===== config.mk =====
export PLATFORM = sky130hd
export DESIGN_NAME = dct_da_sequencer_flat
export DESIGN_NICKNAME = d
export VERILOG_FILES = /design/src/rtl/dct_da_sequencer_if.sv /design/src/rtl/dct_da_sequencer.sv /design/src/flat_wrapper.sv
export SDC_FILE = /design/constraint.sdc
export NUM_CORES = 1
export LEC_CHECK = 0
export ABC_AREA = 1
export BUFFER_PORTS_ARGS = -buffer_cell sky130_fd_sc_hd__buf_4
export CORE_UTILIZATION = 47
export CTS_BUF_LIST = sky130_fd_sc_hd__clkbuf_8
export CTS_CLUSTER_DIAMETER = 80
export DETAILED_ROUTE_END_ITERATION = 10
export GPL_ROUTABILITY_DRIVEN = 1
export GPL_TIMING_DRIVEN = 0
export PLACE_DENSITY = 0.75
export SETUP_SLACK_MARGIN = 0.1
export SYNTH_ARGS = -nofsm -noshare
export SYNTH_HDL_FRONTEND = slang
export SYNTH_SLANG_ARGS = --single-unit

===== constraint.sdc =====
create_clock -name clk -period 1.4 [get_ports clk]
set_clock_uncertainty 0.15 [all_clocks]
set_input_delay 0.28 -clock clk [delete_from_list [all_inputs] [get_ports clk]]
set_output_delay 0.28 -clock clk [all_outputs]
set_load 0.02 [all_outputs]

===== src/rtl/dct_da_sequencer_if.sv =====
// Control/handshake bundle between the DA DCT sequencer and its datapath,
// upstream block source and downstream run-length encoder.
interface dct_da_sequencer_if #(
  parameter int N_BITS = 8,
  parameter int CNT_W  = 8
);
  localparam int BW = $clog2(N_BITS);

  logic          in_valid;
  logic          in_ready;
  logic          ld;
  logic          en;
  logic          cs;
  logic          acc_clr;
  logic          sign_bit;
  logic [BW-1:0] bit_idx;
  logic          capture;
  logic          out_valid;
  logic          out_ready;
  logic          busy;
  logic [CNT_W-1:0] blk_cnt;

  modport master (
    input  in_valid, out_ready,
    output in_ready, ld, en, cs, acc_clr, sign_bit, bit_idx,
           capture, out_valid, busy, blk_cnt
  );

  modport slave (
    output in_valid, out_ready,
    input  in_ready, ld, en, cs, acc_clr, sign_bit, bit_idx,
           capture, out_valid, busy, blk_cnt
  );
endinterface


===== src/rtl/dct_da_sequencer.sv =====
// Sequences load / N_BITS-cycle LSB-first DA pass / capture for the DCT rows,
// then hands each coefficient set downstream; capture stalls while a result is unconsumed.
module dct_da_sequencer #(
  parameter int N_BITS = 8,
  parameter int CNT_W  = 8
) (
  input  logic clk,
  input  logic reset,
  dct_da_sequencer_if.master bus
);
  localparam int BW = $clog2(N_BITS);
  localparam logic [BW-1:0] LAST = BW'(N_BITS - 1);

  typedef enum logic [1:0] {IDLE, LOAD, SHIFT, CAPT} state_t;

  state_t           state, state_nxt;
  logic [BW-1:0]    bit_idx;
  logic             out_valid;
  logic [CNT_W-1:0] blk_cnt;
  logic             fire, hs;
  logic             in_ready, capture, ld, en, cs, acc_clr, sign_bit;

  // Capture may only overwrite the output registers once they are free or being drained.
  assign fire = !out_valid || bus.out_ready;
  assign hs   = out_valid && bus.out_ready;

  always_ff @(posedge clk) begin
    if (reset) begin
      state     <= IDLE;
      bit_idx   <= '0;
      out_valid <= 1'b0;
      blk_cnt   <= '0;
    end else begin
      state     <= state_nxt;
      bit_idx   <= (state == SHIFT && bit_idx != LAST) ? bit_idx + 1'b1 : '0;
      out_valid <= capture || (out_valid && !hs);
      if (hs)
        blk_cnt <= blk_cnt + 1'b1;
    end
  end

  always_comb begin
    state_nxt = state;
    in_ready  = 1'b0;
    capture   = 1'b0;
    ld        = 1'b0;
    en        = 1'b0;
    cs        = 1'b0;
    acc_clr   = 1'b0;
    sign_bit  = 1'b0;
    case (state)
      IDLE: begin
        in_ready = 1'b1;
        if (bus.in_valid)
          state_nxt = LOAD;
      end
      LOAD: begin
        ld        = 1'b1;
        state_nxt = SHIFT;
      end
      SHIFT: begin
        en       = 1'b1;
        cs       = 1'b1;
        acc_clr  = (bit_idx == '0);
        sign_bit = (bit_idx == LAST);
        if (bit_idx == LAST)
          state_nxt = CAPT;
      end
      CAPT: begin
        // Accepting here keeps back-to-back blocks free of an IDLE bubble.
        if (fire) begin
          capture   = 1'b1;
          in_ready  = 1'b1;
          state_nxt = bus.in_valid ? LOAD : IDLE;
        end
      end
      default: state_nxt = IDLE;
    endcase
  end

  assign bus.in_ready  = in_ready;
  assign bus.capture   = capture;
  assign bus.ld        = ld;
  assign bus.en        = en;
  assign bus.cs        = cs;
  assign bus.acc_clr   = acc_clr;
  assign bus.sign_bit  = sign_bit;
  assign bus.bit_idx   = bit_idx;
  assign bus.out_valid = out_valid;
  assign bus.busy      = (state != IDLE);
  assign bus.blk_cnt   = blk_cnt;
endmodule

===== src/flat_wrapper.sv =====
// flat-port wrapper written by rule: the top's interface ports become plain ports
module dct_da_sequencer_flat 
#(
  parameter int N_BITS = 8,
  parameter int CNT_W  = 8
)
  (clk, reset, bus_in_valid, bus_out_ready, bus_in_ready, bus_ld, bus_en, bus_cs, bus_acc_clr, bus_sign_bit, bus_bit_idx, bus_capture, bus_out_valid, bus_busy, bus_blk_cnt);
  dct_da_sequencer_if #(.N_BITS(N_BITS), .CNT_W(CNT_W)) bus_i ();
  input  logic clk;
  input  logic reset;
  input wire logic [$bits(bus_i.in_valid)-1:0] bus_in_valid;
  input wire logic [$bits(bus_i.out_ready)-1:0] bus_out_ready;
  output wire logic [$bits(bus_i.in_ready)-1:0] bus_in_ready;
  output wire logic [$bits(bus_i.ld)-1:0] bus_ld;
  output wire logic [$bits(bus_i.en)-1:0] bus_en;
  output wire logic [$bits(bus_i.cs)-1:0] bus_cs;
  output wire logic [$bits(bus_i.acc_clr)-1:0] bus_acc_clr;
  output wire logic [$bits(bus_i.sign_bit)-1:0] bus_sign_bit;
  output wire logic [$bits(bus_i.bit_idx)-1:0] bus_bit_idx;
  output wire logic [$bits(bus_i.capture)-1:0] bus_capture;
  output wire logic [$bits(bus_i.out_valid)-1:0] bus_out_valid;
  output wire logic [$bits(bus_i.busy)-1:0] bus_busy;
  output wire logic [$bits(bus_i.blk_cnt)-1:0] bus_blk_cnt;
  assign bus_i.in_valid = bus_in_valid;
  assign bus_i.out_ready = bus_out_ready;
  assign bus_in_ready = bus_i.in_ready;
  assign bus_ld = bus_i.ld;
  assign bus_en = bus_i.en;
  assign bus_cs = bus_i.cs;
  assign bus_acc_clr = bus_i.acc_clr;
  assign bus_sign_bit = bus_i.sign_bit;
  assign bus_bit_idx = bus_i.bit_idx;
  assign bus_capture = bus_i.capture;
  assign bus_out_valid = bus_i.out_valid;
  assign bus_busy = bus_i.busy;
  assign bus_blk_cnt = bus_i.blk_cnt;
  dct_da_sequencer #(.N_BITS(N_BITS), .CNT_W(CNT_W)) u_core (.clk(clk), .reset(reset), .bus(bus_i));
endmodule

==> results.py, run 1 <==
metrics = {
    "synthesis": {
        "syn_inst": 114,
        "synth_compound_area_share_pct": 6.593,
        "synth-xor-area-share_pct": 0,
        "ys_ff_latch": 14,
        "yosysTopAreaCellShare_pct": 35.16,
        "synthSimpleGateAreaFrac_pct": 30.77,
        "yosys-top-cells-area": "dfxtp_1 35%, ha_1 16%, nand2_1 12%, inv_1 10%, nor2_1 7.5%",
        "synth-warning-count": 0,
        "syn_area_sq_um": 797.0,
        "yosys.area.top_type": "dfxtp_1",
        "synth_area_per_cell_sq_um": 6.991,
        "synth_top_family_by_area": "simple AND/OR/NAND/NOR gates",
        "synthMuxAreaShare_pct": 0,
        "synthAdderAreaFrac_pct": 15.70,
        "netlist-cell-type-count": 16,
        "synth_nets": 128,
        "synth_seq_area_share_pct": 35.16,
    },
    "global_route": {
        "grt_pass1_wl_um": 3118,
        "grt_max_degree": 11,
        "grt_usage_pct": 22.54,
        "grt_pass1_vias": 768,
        "grt.overflow.total": 0,
        "antenna_found_initial": 0,
    },
    "placement": {
        "pre_cts_ws_ns": -0.02900,
        "hpwl_um": 1342,
        "finalWeightedCongestion": 0.7516,
        "port_buffers": 23,
    },
    "sta": {
        "maxSlewViolCount": 0,
        "tns_ns": -1.345,
        "fmax_ghz": 0.6156,
        "setup_viol": 9,
        "hold_violations": 0,
        "rsz0062_at_grt": "yes",
        "worstMarginPinSlew_ns": 0.3112,
        "slew_headroom_pct": 79.13,
        "fin_crit_ns": 1.625,
        "min_period_over_period_pct": 116.0,
        "whs_ns": 0.08670,
        "setup_ws_ns": -0.2245,
    },
    "critical_path": {
        "reg2reg_slack_ns": -0.06,
        "crit_path_end_kind": "output port",
        "r2r_end": "u_core.state[0]",
        "required_ns": 0.97,
        "slowest_delay_ns": 0.42,
        "path_buf_inv": 3,
        "crit_family": "flip-flops",
        "crit_type": "reg2out",
        "startpoint_type": "flop",
        "arrival_ns": 1.19,
        "crit_path_cell_trace": "inv_6 > buf_4 > ha_1 > buf_6",
        "r2r-start": "u_core.state[0]",
        "cp_max_fo": 5,
        "cp_slowest_cell": "dfxtp_4",
        "r2r_cells": 8,
    },
    "final_layout": {
        "most-common-layout-cells": "21 x buf_4, 18 x nand2_1, 15 x inv_1, 15 x nor2_1, 13 x buf_6",
        "areaGrowthSynthToFinish_pct": 72.68,
        "drive_gt1_share_pct": 52.98,
        "diodes": 0,
        "final_common_cell": "buf_4",
        "multi_input_comb_area_sq_um": 588.1,
        "nets": 166,
        "final-seq-area_sq_um": 307.8,
        "fill_cells": 72,
        "utilization_pct": 89.29,
    },
    "pwr": {
        "p_leak_nw": 0.6237,
        "combPwrFrac_pct": 58.9,
        "vdd_drop_max_uv": 1643,
        "p_int_w": 0.001416,
        "netSwitchingFraction_pct": 40.23,
        "pwr-share-seq_pct": 24.0,
        "clockPowerShare_pct": 17.0,
        "total_power_w": 0.002368,
        "power_density_nw_per_um2": 1721,
        "power_switching_w": 0.0009528,
    },
    "drt": {
        "met3_length_um": 124,
        "wl_met2_um": 1533,
        "viasPerCell": 5.359,
        "top_layer": "met4",
        "drt_iter0_markers": 19,
        "wl_met1_um": 927,
        "dr_total_vias": 895,
        "wl_per_cell_um": 15.86,
        "finalWirelength_um": 2649,
        "final_antenna_net_count": 0,
        "drc_errors": 0,
        "drtPass1Iterations": 5,
    },
    "floorplanning": {
        "design.core.area_sq_um": 1541,
        "die-area_sq_um": 1865,
        "initial_core_util_pct": 51.70,
        "die_y_um": 43.18,
        "std_cell_rows": 14,
        "die_w_um": 43.18,
        "pin_count": 24,
    },
    "clocking": {
        "cts_max_level": 1,
        "clk_pin_slew_ns": 0.06,
        "cts.sink_count": 14,
        "cts_buffers": 3,
        "cts_root_buf": "clkbuf_8",
        "cts_tree": "done",
        "clkLatencyLatePin_ns": 0.25,
        "clockBufferDepth": 2,
    },
    "min_path": {
        "hold_start": "reset",
        "hold_depth": 2,
        "hold_end": "u_core.bus.out_valid",
        "hold_path_class": "in2reg",
    },
    "status": {
        "violations": "setup timing",
        "status": "finished with violations",
    },
    "job": {
        "cap_violations": 0,
    },
}
worst max-delay path by stage:
stage	from	endpoint	slack, ns	depth (start not counted)
6_report	u_core.state[1]	bus_ld	-0.22	4
5_1_grt	u_core.state[0]	bus_in_ready	-0.25	4
4_1_cts	u_core.state[1]	bus_in_ready	-0.21	4
3_5_place_dp	u_core.state[1]	bus_in_ready	-0.03	4
3_3_place_gp	u_core.state[1]	bus_in_ready	0.0005	4
2_1_floorplan	u_core.state[0]	bus_acc_clr	0.09	4
worst register-to-register path, cell delays in order (launching register included):
cell and delay (ns):
dfxtp_4 0.40, inv_6 0.05, buf_4 0.13, buf_4 0.15, ha_4 0.15, a21oi_2 0.09
nand2_1 0.07, nor2_1 0.12, nor2_1 0.06
metrics by stage:
step	cell area, sq um	std cells
after floorplan	857.1	114
after global placement	1050	153
after detailed placement	1050	153
after CTS	1216	161
after global routing	1376	167
final	1376	167
timing repair:
item,in CTS,in global routing
pin swaps,6,8
setup buffers,4,6
resized for setup,23,33
hold buffers,0,0
endpoints found under the setup margin,11,16
routing by layer:
metal / track usage (%) / vias to the layer above
li1: - / 420
met1: 23.44 / 425
met2: 42.39 / 42
met3: 3.830 / 8
met4: 10.91 / 0
met5: 0 / -
power groups by stage:
| stage | sequential (W) | combinational, W | clock (W) |
|---|---|---|---|
| after floorplan | 0.000529 | 0.000597 | 0 |
| after global placement | 0.000520 | 0.000843 | 0 |
| after detailed placement | 0.000521 | 0.000895 | 0 |
| after CTS | 0.000532 | 0.00108 | 0.000401 |
| after global routing | 0.000574 | 0.00147 | 0.000421 |
| final | 0.000570 | 0.00140 | 0.000403 |
synthesized netlist by cell type (all sizes together):
cell    count
o21ai       1
dfxtp      14
a21oi       8
nand3      10
o21a        1
inv        22
nand4       1
nand2      26
nor2       19
buf         1
ha         10
clkinv      1
cell families (layout without fill, tap and decap cells):
group	after synthesis	count (layout)
adder cells (fa/ha/maj)	10	10
AO/OA/AOI/OAI	10	10
flip-flops	14	14
buffers and inverters	24	61
AND/OR/NAND/NOR	56	56
area by class of cell:
class                   instances  share of cell area [%]
plain buffers                   1                  0.8182
clock buffers                   4                   4.000
inverters                      23                   7.364
multi-input cells              76                   42.73
flip-flops and latches         14                   22.36
well taps                      16                   1.455
repair buffers                 33                   21.27
registers in the layout, indices dropped and copies added, names as in the netlist:
register,flops
u_core.state,2
u_core.bus.out_valid,1
u_core.bus.bit_idx,3
u_core.bus.blk_cnt,8
(Power assumes the default switching activity.)
==> run 2: changes to the inputs <==
--- a/config.mk
+++ b/config.mk
@@ -5,15 +5,15 @@
 export SDC_FILE = /design/constraint.sdc
 export NUM_CORES = 1
 export LEC_CHECK = 0
-export ABC_AREA = 1
+export ABC_AREA = 0
 export BUFFER_PORTS_ARGS = -buffer_cell sky130_fd_sc_hd__buf_4
-export CORE_UTILIZATION = 47
+export CORE_UTILIZATION = 46
 export CTS_BUF_LIST = sky130_fd_sc_hd__clkbuf_8
-export CTS_CLUSTER_DIAMETER = 80
+export CTS_CLUSTER_DIAMETER = 120
 export DETAILED_ROUTE_END_ITERATION = 10
 export GPL_ROUTABILITY_DRIVEN = 1
 export GPL_TIMING_DRIVEN = 0
-export PLACE_DENSITY = 0.75
+export PLACE_DENSITY = 0.74
 export SETUP_SLACK_MARGIN = 0.1
 export SYNTH_ARGS = -nofsm -noshare
 export SYNTH_HDL_FRONTEND = slang
==> run 2 against run 1 <==
  * The flow now stops in global routing (5_1_grt)
  * Area after synthesis decreased by 6.3%
  * Synthesized cell count decreased by 25%
==> results.py, run 2 <==
metrics = {
    "sta": {
        "crit_endpoint": "bus_in_ready",
        "worst_endpoint_kind": "primary output",
    },
    "synthesis": {
        "syn_area_sq_um": 747.0,
        "ys_ff_latch": 14,
        "synth_seq_area_share_pct": 37.52,
        "synthFlopType": "dfxtp_1",
        "synthTopCellsByCount": "14 x dfxtp_1, 10 x a21oi_1, 10 x ha_1",
        "netlist-cell-type-count": 26,
        "yosysTopAreaCellShare_pct": 37.52,
        "syn_inst": 85,
        "synth_nets": 99,
        "yosys-top-cells-area": "dfxtp_1 38%, ha_1 17%, a21oi_1 6.7%, inv_1 4.0%, and2_1 3.4%",
        "async_flop_share_pct": 0,
        "synth_edf_count": 0,
        "post-synth-top-count-cell": "dfxtp_1",
        "synth_area_per_cell_sq_um": 8.788,
        "synth-warning-count": 0,
        "yosys.area.top_type": "dfxtp_1",
    },
    "clocking": {
        "cts_buffers": 3,
        "cts_max_level": 1,
        "postCtsHoldBufs": 0,
        "cts_root_buf": "clkbuf_8",
        "clockBufferDepth": 2,
        "cts.sink_count": 14,
    },
    "floorplanning": {
        "initial_core_util_pct": 49.58,
        "die_y_um": 42.30,
        "std_cell_rows": 14,
        "pin_count": 24,
        "die_w_um": 42.30,
    },
    "status": {
        "toolErrorMsg": "[ERROR DPL-0038] Utilization greater than 100%, impossible to legalize",
        "status": "did not finish",
        "haltStage": "global routing (5_1_grt)",
    },
    "global_route": {
        "grt_max_degree": 11,
    },
    "placement": {
        "port_buffers": 23,
        "dp_cells": 124,
        "hpwl_um": 1144,
        "finalWeightedCongestion": 0.8282,
    },
}
[run 2: through the flow]
stage | area, sq um | hold WS (ns) | worst slack (ns) | TNS, ns | util, %
detailed placement | 1051 | 0.2945 | -0.1595 | -0.3269 | 69.77
CTS | 1335 | 0.06716 | -0.2264 | -1.303 | 88.62
global placement | 1051 | 0.2923 | -0.1695 | -0.3817 | 69.77
floorplan | 858.3 | 0.1971 | 0.0004233 | 0 | -
[run 2: cells by family after synthesis]
kind of cell	Yosys count	synth area share, %
simple gates	31	24.29
flops	14	37.52
buf+inv	10	5.528
fa+ha+maj	10	16.75
compound gates	18	13.57
xor+xnor	2	2.345
[run 2: timing repair]
| action | in CTS |
|---|---|
| setup endpoints to repair | 13 |
| pin swaps | 12 |
| gates resized for setup | 32 |
| setup buffers | 12 |
| cloned | 0 |
==> run 3: changes to the inputs <==
--- a/config.mk
+++ b/config.mk
@@ -7,14 +7,12 @@
 export LEC_CHECK = 0
 export ABC_AREA = 0
 export BUFFER_PORTS_ARGS = -buffer_cell sky130_fd_sc_hd__buf_4
-export CORE_UTILIZATION = 46
-export CTS_BUF_LIST = sky130_fd_sc_hd__clkbuf_8
-export CTS_CLUSTER_DIAMETER = 120
+export CORE_AREA = 2 2 63 65
 export DETAILED_ROUTE_END_ITERATION = 10
+export DIE_AREA = 0 0 65 67
 export GPL_ROUTABILITY_DRIVEN = 1
 export GPL_TIMING_DRIVEN = 0
-export PLACE_DENSITY = 0.74
-export SETUP_SLACK_MARGIN = 0.1
+export PLACE_DENSITY_LB_ADDON = 0.15
 export SYNTH_ARGS = -nofsm -noshare
 export SYNTH_HDL_FRONTEND = slang
 export SYNTH_SLANG_ARGS = --single-unit
==> constraint.sdc (replaced) <==
create_clock -name clk -period 1.8 [get_ports clk]
set_clock_uncertainty 0.15 [all_clocks]
set_input_delay 0.36 -clock clk [delete_from_list [all_inputs] [get_ports clk]]
set_output_delay 0.36 -clock clk [all_outputs]
set_load 0.02 [all_outputs]
==> run 3 against run 2 <==
  * The flow now finishes without violations
  * Area after synthesis unchanged
  * Synthesized cell count unchanged
==> results.py, run 3 <==
metrics = {
    "global_route": {
        "grt_pass1_wl_um": 2697,
        "antenna_found_initial": 0,
        "grt_pass1_vias": 594,
        "grt_usage_pct": 8.083,
        "grt.overflow.total": 0,
        "grt_max_degree": 11,
    },
    "final_layout": {
        "top_regs": "u_core.bus.blk_cnt (8), u_core.bus.bit_idx (3), u_core.state (2)",
        "areaGrowthSynthToFinish_pct": 44.89,
        "most-common-layout-cells": "25 x buf_4, 10 x a21oi_1, 10 x dfxtp_1, 7 x inv_1, 7 x ha_1",
        "final_common_cell": "buf_4",
        "diodes": 0,
        "largest_reg_flops": 8,
        "regMostFlops": "u_core.bus.blk_cnt",
        "drive_gt1_share_pct": 35.40,
        "nets": 128,
    },
    "drt": {
        "wl_per_cell_um": 10.08,
        "viasPerCell": 4.099,
        "drtPass1Iterations": 4,
        "drc_errors": 0,
        "drt_iter0_markers": 16,
        "final_antenna_net_count": 0,
        "dr_total_vias": 660,
        "finalWirelength_um": 1623,
    },
    "clocking": {
        "cts_tree": "done",
        "cts_root_buf": "clkbuf_8",
        "clkLatencyLatePin_ns": 0.24,
        "postCtsHoldBufs": 0,
        "clk_pin_slew_ns": 0.06,
        "cts_buffers": 3,
        "clockBufferDepth": 2,
        "cts_max_level": 1,
        "cts.sink_count": 14,
    },
    "sta": {
        "setup_viol": 0,
        "setup_ws_ns": 0.05089,
        "maxSlewViolCount": 0,
        "min_period_over_period_pct": 97.17,
        "fin_crit_ns": 1.749,
        "fmax_ghz": 0.5717,
        "tns_ns": 0,
        "slew_headroom_pct": 66.98,
        "hold_violations": 0,
        "worstMarginPinSlew_ns": 0.4954,
        "whs_ns": 0.1392,
        "rsz0062_at_grt": "no",
    },
    "synthesis": {
        "yosysTopAreaCellShare_pct": 37.52,
        "post-synth-top-count-cell": "dfxtp_1",
        "synth_seq_area_share_pct": 37.52,
        "netlist-cell-type-count": 26,
        "async_flop_share_pct": 0,
        "synth_edf_count": 0,
        "yosys.area.top_type": "dfxtp_1",
        "yosys-top-cells-area": "dfxtp_1 38%, ha_1 17%, a21oi_1 6.7%, inv_1 4.0%, and2_1 3.4%",
        "ys_ff_latch": 14,
        "synth_nets": 99,
        "syn_area_sq_um": 747.0,
        "synth-warning-count": 0,
        "syn_inst": 85,
        "synth_area_per_cell_sq_um": 8.788,
        "synthTopCellsByCount": "14 x dfxtp_1, 10 x a21oi_1, 10 x ha_1",
        "synthFlopType": "dfxtp_1",
    },
    "critical_path": {
        "crit_path_end_kind": "output port",
        "startpoint_type": "flop",
        "cp_slowest_cell": "dfxtp_4",
        "arrival_ns": 1.24,
        "required_ns": 1.29,
        "r2r-start": "u_core.bus.bit_idx[0]",
        "crit_path_start": "u_core.state[1]",
        "cp_max_fo": 5,
        "slowest_delay_ns": 0.37,
        "crit_type": "reg2out",
        "crit_path_cell_trace": "inv_1 > ha_4 > nor2_1 > buf_4",
    },
    "placement": {
        "pre_cts_ws_ns": 0.1138,
        "finalWeightedCongestion": 0.7562,
        "port_buffers": 23,
        "hpwl_um": 1226,
    },
    "floorplanning": {
        "std_cell_rows": 22,
        "die_w_um": 65,
        "pin_count": 24,
        "die-area_sq_um": 4355,
        "design.core.area_sq_um": 3606,
        "die_y_um": 67,
        "initial_core_util_pct": 20.71,
    },
    "pwr": {
        "p_leak_nw": 0.4616,
        "total_power_w": 0.001303,
        "vdd_drop_max_uv": 398.8,
        "power_density_nw_per_um2": 1204,
    },
    "min_path": {
        "hold_path_class": "in2reg",
        "hold_start": "reset",
    },
    "job": {
        "cap_violations": 0,
    },
    "status": {
        "status": "complete, no violations",
    },
}
## run 3: cell counts after synthesis
Identical to the previous run, type by type.
## run 3: power by group
| part | internal [W] | total [W] | switching (W) |
|---|---|---|---|
| Clock | 0.000194 | 0.000301 | 0.000108 |
| Combinational | 0.000271 | 0.000592 | 0.000321 |
| Sequential | 0.000358 | 0.000410 | 0.0000522 |
## run 3: timing repair
| action | 4_1_cts | 5_1_grt |
|---|---|---|
| pin swaps | 1 | 0 |
| setup buffers | 0 | 1 |
| endpoints found under the hold margin | 0 | 0 |
| gates resized for setup | 6 | 6 |
| endpoints found under the setup margin | 6 | 3 |
## run 3: stage by stage
stage | utilization, % | cell area [sq um] | instances
2_1_floorplan | - | 747.0 | 85
3_3_place_gp | 27.17 | 979.7 | 156
3_5_place_dp | 27.17 | 979.7 | 156
4_1_cts | 29.01 | 1046 | 160
5_1_grt | 30.01 | 1082 | 161
6_report | 30.01 | 1082 | 161
## run 3: final timing paths
kind,endpoint,slack [ns],cells after the start
worst min-delay path,u_core.state[0],0.14,2
worst min register to register,u_core.bus.bit_idx[0],0.30,1
worst max register to register,u_core.state[0],0.28,5
worst max-delay path,bus_in_ready,0.05,4
## run 3: cells by family (layout without fill, tap and decap cells)
group                    count (synthesis)  in the layout  share of synthesized area, %
AO/OA/AOI/OAI                           18             18                         13.57
AND/OR/NAND/NOR                         31             31                         24.29
adder cells (fa/ha/maj)                 10             10                         16.75
XOR/XNOR                                 2              2                         2.345
flip-flops                              14             14                         37.52
buffers and inverters                   10             38                         5.528
## run 3: worst max-delay path: cells and delay by family, from the launching register on
kind / cells / cell delay [ns]
and+or+nand+nor: 1 / 0.10
buffers and inverters: 2 / 0.30
DFF: 1 / 0.37
adders and majority gates: 1 / 0.23
## run 3: final cells by class
cell class              count  area (sq um)
fillers                   391          2524
flip-flops and latches     14         292.8
well taps                  48         60.06
plain buffers               2         11.26
multi-input cells          61         452.9
repair buffers             24         180.2
clock buffers               4         55.05
inverters                   8         30.03
## run 3: metal layers
layer / global-route usage [%] / wire [um] / up-vias
met5: 0 / 0 / -
met4: 3.191 / 17 / 0
met3: 3.041 / 76 / 2
met2: 11.86 / 725 / 13
met1: 10.61 / 803 / 299
li1: - / - / 346
==> run 4: changes to the inputs <==
--- a/config.mk
+++ b/config.mk
@@ -12,7 +12,8 @@
 export DIE_AREA = 0 0 65 67
 export GPL_ROUTABILITY_DRIVEN = 1
 export GPL_TIMING_DRIVEN = 0
-export PLACE_DENSITY_LB_ADDON = 0.15
+export HOLD_SLACK_MARGIN = 0.05
+export PLACE_DENSITY = 0.51
 export SYNTH_ARGS = -nofsm -noshare
 export SYNTH_HDL_FRONTEND = slang
 export SYNTH_SLANG_ARGS = --single-unit
==> run 4 against run 3 <==
  * Setup slack got worse by 0.0017 ns
  * Critical path type unchanged
  * Total power shrank 3.9%
  * Clock power fell by 17%
  * Largest power group unchanged
  * Global-route usage rose by 0.49 points
  * Clock-buffer cell count fell by 1
  * Wire length increased by 2.2%
==> results.py, run 4 (synthesized netlist as in run 3, its figures left out) <==
metrics = {
    "clocking": {
        "clk_pin_slew_ns": 0.06,
        "cts_root_buf": "clkbuf_8",
        "clkLatencyLatePin_ns": 0.24,
        "cts_buffers": 3,
        "clockBufferDepth": 2,
        "cts.sink_count": 14,
        "cts_max_level": 1,
        "cts_tree": "done",
    },
    "min_path": {
        "hold_end": "u_core.state[0]",
        "hold_path_class": "in2reg",
        "hold_depth": 2,
        "hold_start": "reset",
    },
    "critical_path": {
        "reg2reg_slack_ns": 0.24,
        "r2r_cells": 5,
        "r2r_end": "u_core.state[0]",
        "required_ns": 1.29,
        "cp_max_fo": 4,
        "startpoint_type": "flop",
        "crit_type": "reg2out",
        "r2r-start": "u_core.bus.bit_idx[0]",
        "arrival_ns": 1.24,
        "crit_path_end_kind": "output port",
    },
    "drt": {
        "dr_total_vias": 686,
        "final_antenna_net_count": 0,
        "drtPass1Iterations": 4,
        "drt_iter0_markers": 11,
        "drc_errors": 0,
        "viasPerCell": 4.288,
        "wl_per_cell_um": 10.36,
        "finalWirelength_um": 1658,
    },
    "global_route": {
        "grt_pass1_wl_um": 2829,
        "use_met2_pct": 13.02,
        "grt_usage_pct": 8.571,
        "grt.overflow.total": 0,
        "use_met3_pct": 3.209,
        "grt_busiest_layer": "met2",
        "grt_pass1_vias": 625,
        "grt_max_degree": 11,
        "use_met1_pct": 10.67,
        "antenna_found_initial": 0,
    },
    "floorplanning": {
        "initial_core_util_pct": 20.71,
        "die-area_sq_um": 4355,
        "die_w_um": 65,
        "pin_count": 24,
        "design.core.area_sq_um": 3606,
        "die_y_um": 67,
        "std_cell_rows": 22,
    },
    "final_layout": {
        "drive_gt1_share_pct": 35.71,
        "most-common-layout-cells": "25 x buf_4, 10 x dfxtp_1, 9 x a21oi_1, 8 x ha_1, 6 x inv_1",
        "nets": 128,
        "design_area_sq_um": 1050,
        "areaGrowthSynthToFinish_pct": 40.54,
        "fin_cells": 160,
        "utilization_pct": 29.11,
        "top_regs": "u_core.bus.blk_cnt (8), u_core.bus.bit_idx (3), u_core.state (2)",
        "diodes": 0,
        "fill_cells": 389,
        "regMostFlops": "u_core.bus.blk_cnt",
        "largest_reg_flops": 8,
        "final_common_cell": "buf_4",
    },
    "pwr": {
        "clockPowerShare_pct": 20.0,
        "netSwitchingFraction_pct": 37.99,
        "p_int_w": 0.0007763,
        "pwr-share-seq_pct": 32.8,
        "power_density_nw_per_um2": 1192,
        "vdd_drop_max_uv": 439.1,
        "power_switching_w": 0.0004756,
        "combPwrFrac_pct": 47.2,
        "p_leak_nw": 0.4534,
    },
    "sta": {
        "setup_ws_ns": 0.04923,
        "fmax_ghz": 0.5712,
        "worstMarginPinSlew_ns": 0.4728,
        "min_period_over_period_pct": 97.27,
        "hold_violations": 0,
        "slew_headroom_pct": 68.48,
        "fin_crit_ns": 1.751,
        "setup_viol": 0,
        "maxSlewViolCount": 0,
        "whs_ns": 0.1436,
    },
    "job": {
        "cap_violations": 0,
    },
    "status": {
        "status": "complete, no violations",
    },
    "placement": {
        "hpwl_um": 1268,
        "port_buffers": 23,
        "finalWeightedCongestion": 0.7393,
        "placed_area_sq_um": 979.7,
        "dp_cells": 156,
        "pre_cts_ws_ns": 0.1413,
    },
}
-- run 4: area by class of cell --
| class | count | area [sq um] | share of cell area [%] |
|---|---|---|---|
| repair buffers | 24 | 180.2 | 17.16 |
| plain buffers | 2 | 11.26 | 1.073 |
| well taps | 48 | 60.06 | 5.721 |
| clock buffers | 3 | 41.29 | 3.933 |
| inverters | 8 | 30.03 | 2.861 |
| multi-input cells | 61 | 434.2 | 41.36 |
| flip-flops and latches | 14 | 292.8 | 27.89 |
-- run 4: stage by stage --
step	setup TNS [ns]	power, W
finish	0	0.001252
detailed placement	0	0.0009426
global placement	0	0.0009320
floorplan	0	0.0007410
CTS	0	0.001243
global route	-0.008442	0.001349
-- run 4: timing repair --
| action | CTS | global route |
|---|---|---|
| resized for setup | 6 | 6 |
| endpoints found under the hold margin | 0 | 0 |
| pin swaps | 1 | 0 |
| hold buffers | 0 | 0 |
| buffers inserted | 1 | 0 |
| setup endpoints to repair | 5 | 3 |
-- run 4: critical path, cell delays in order (launching register included) --
cell and delay (ns):
dfxtp_2 0.33, ha_1 0.20, ha_1 0.19, and2_1 0.13
buf_4 0.15
-- run 4: power groups by stage --
stage | logic, W | registers (W) | clock network [W]
after floorplan | 0.000345 | 0.000396 | 0
after global placement | 0.000536 | 0.000396 | 0
after detailed placement | 0.000544 | 0.000398 | 0
after CTS | 0.000575 | 0.000406 | 0.000262
after global routing | 0.000653 | 0.000419 | 0.000278
final | 0.000590 | 0.000411 | 0.000251
-- run 4: worst max-delay path by stage --
stage	startpoint	to	slack, ns	depth (start not counted)
2_1_floorplan	u_core.state[0]	bus_acc_clr	0.14	4
3_3_place_gp	u_core.state[0]	bus_sign_bit	0.16	4
3_5_place_dp	u_core.state[0]	bus_sign_bit	0.14	4
4_1_cts	u_core.state[1]	bus_in_ready	0.01	4
5_1_grt	u_core.state[0]	bus_in_ready	-0.008	4
6_report	u_core.bus.bit_idx[0]	bus_sign_bit	0.05	4
-- run 4: routing by layer --
layer  up-vias  part of all wire, %
met5         -                    0
li1        350                    -
met3         2                  4.5
met1       319                   46
met4         0                  1.6
met2        15                   48
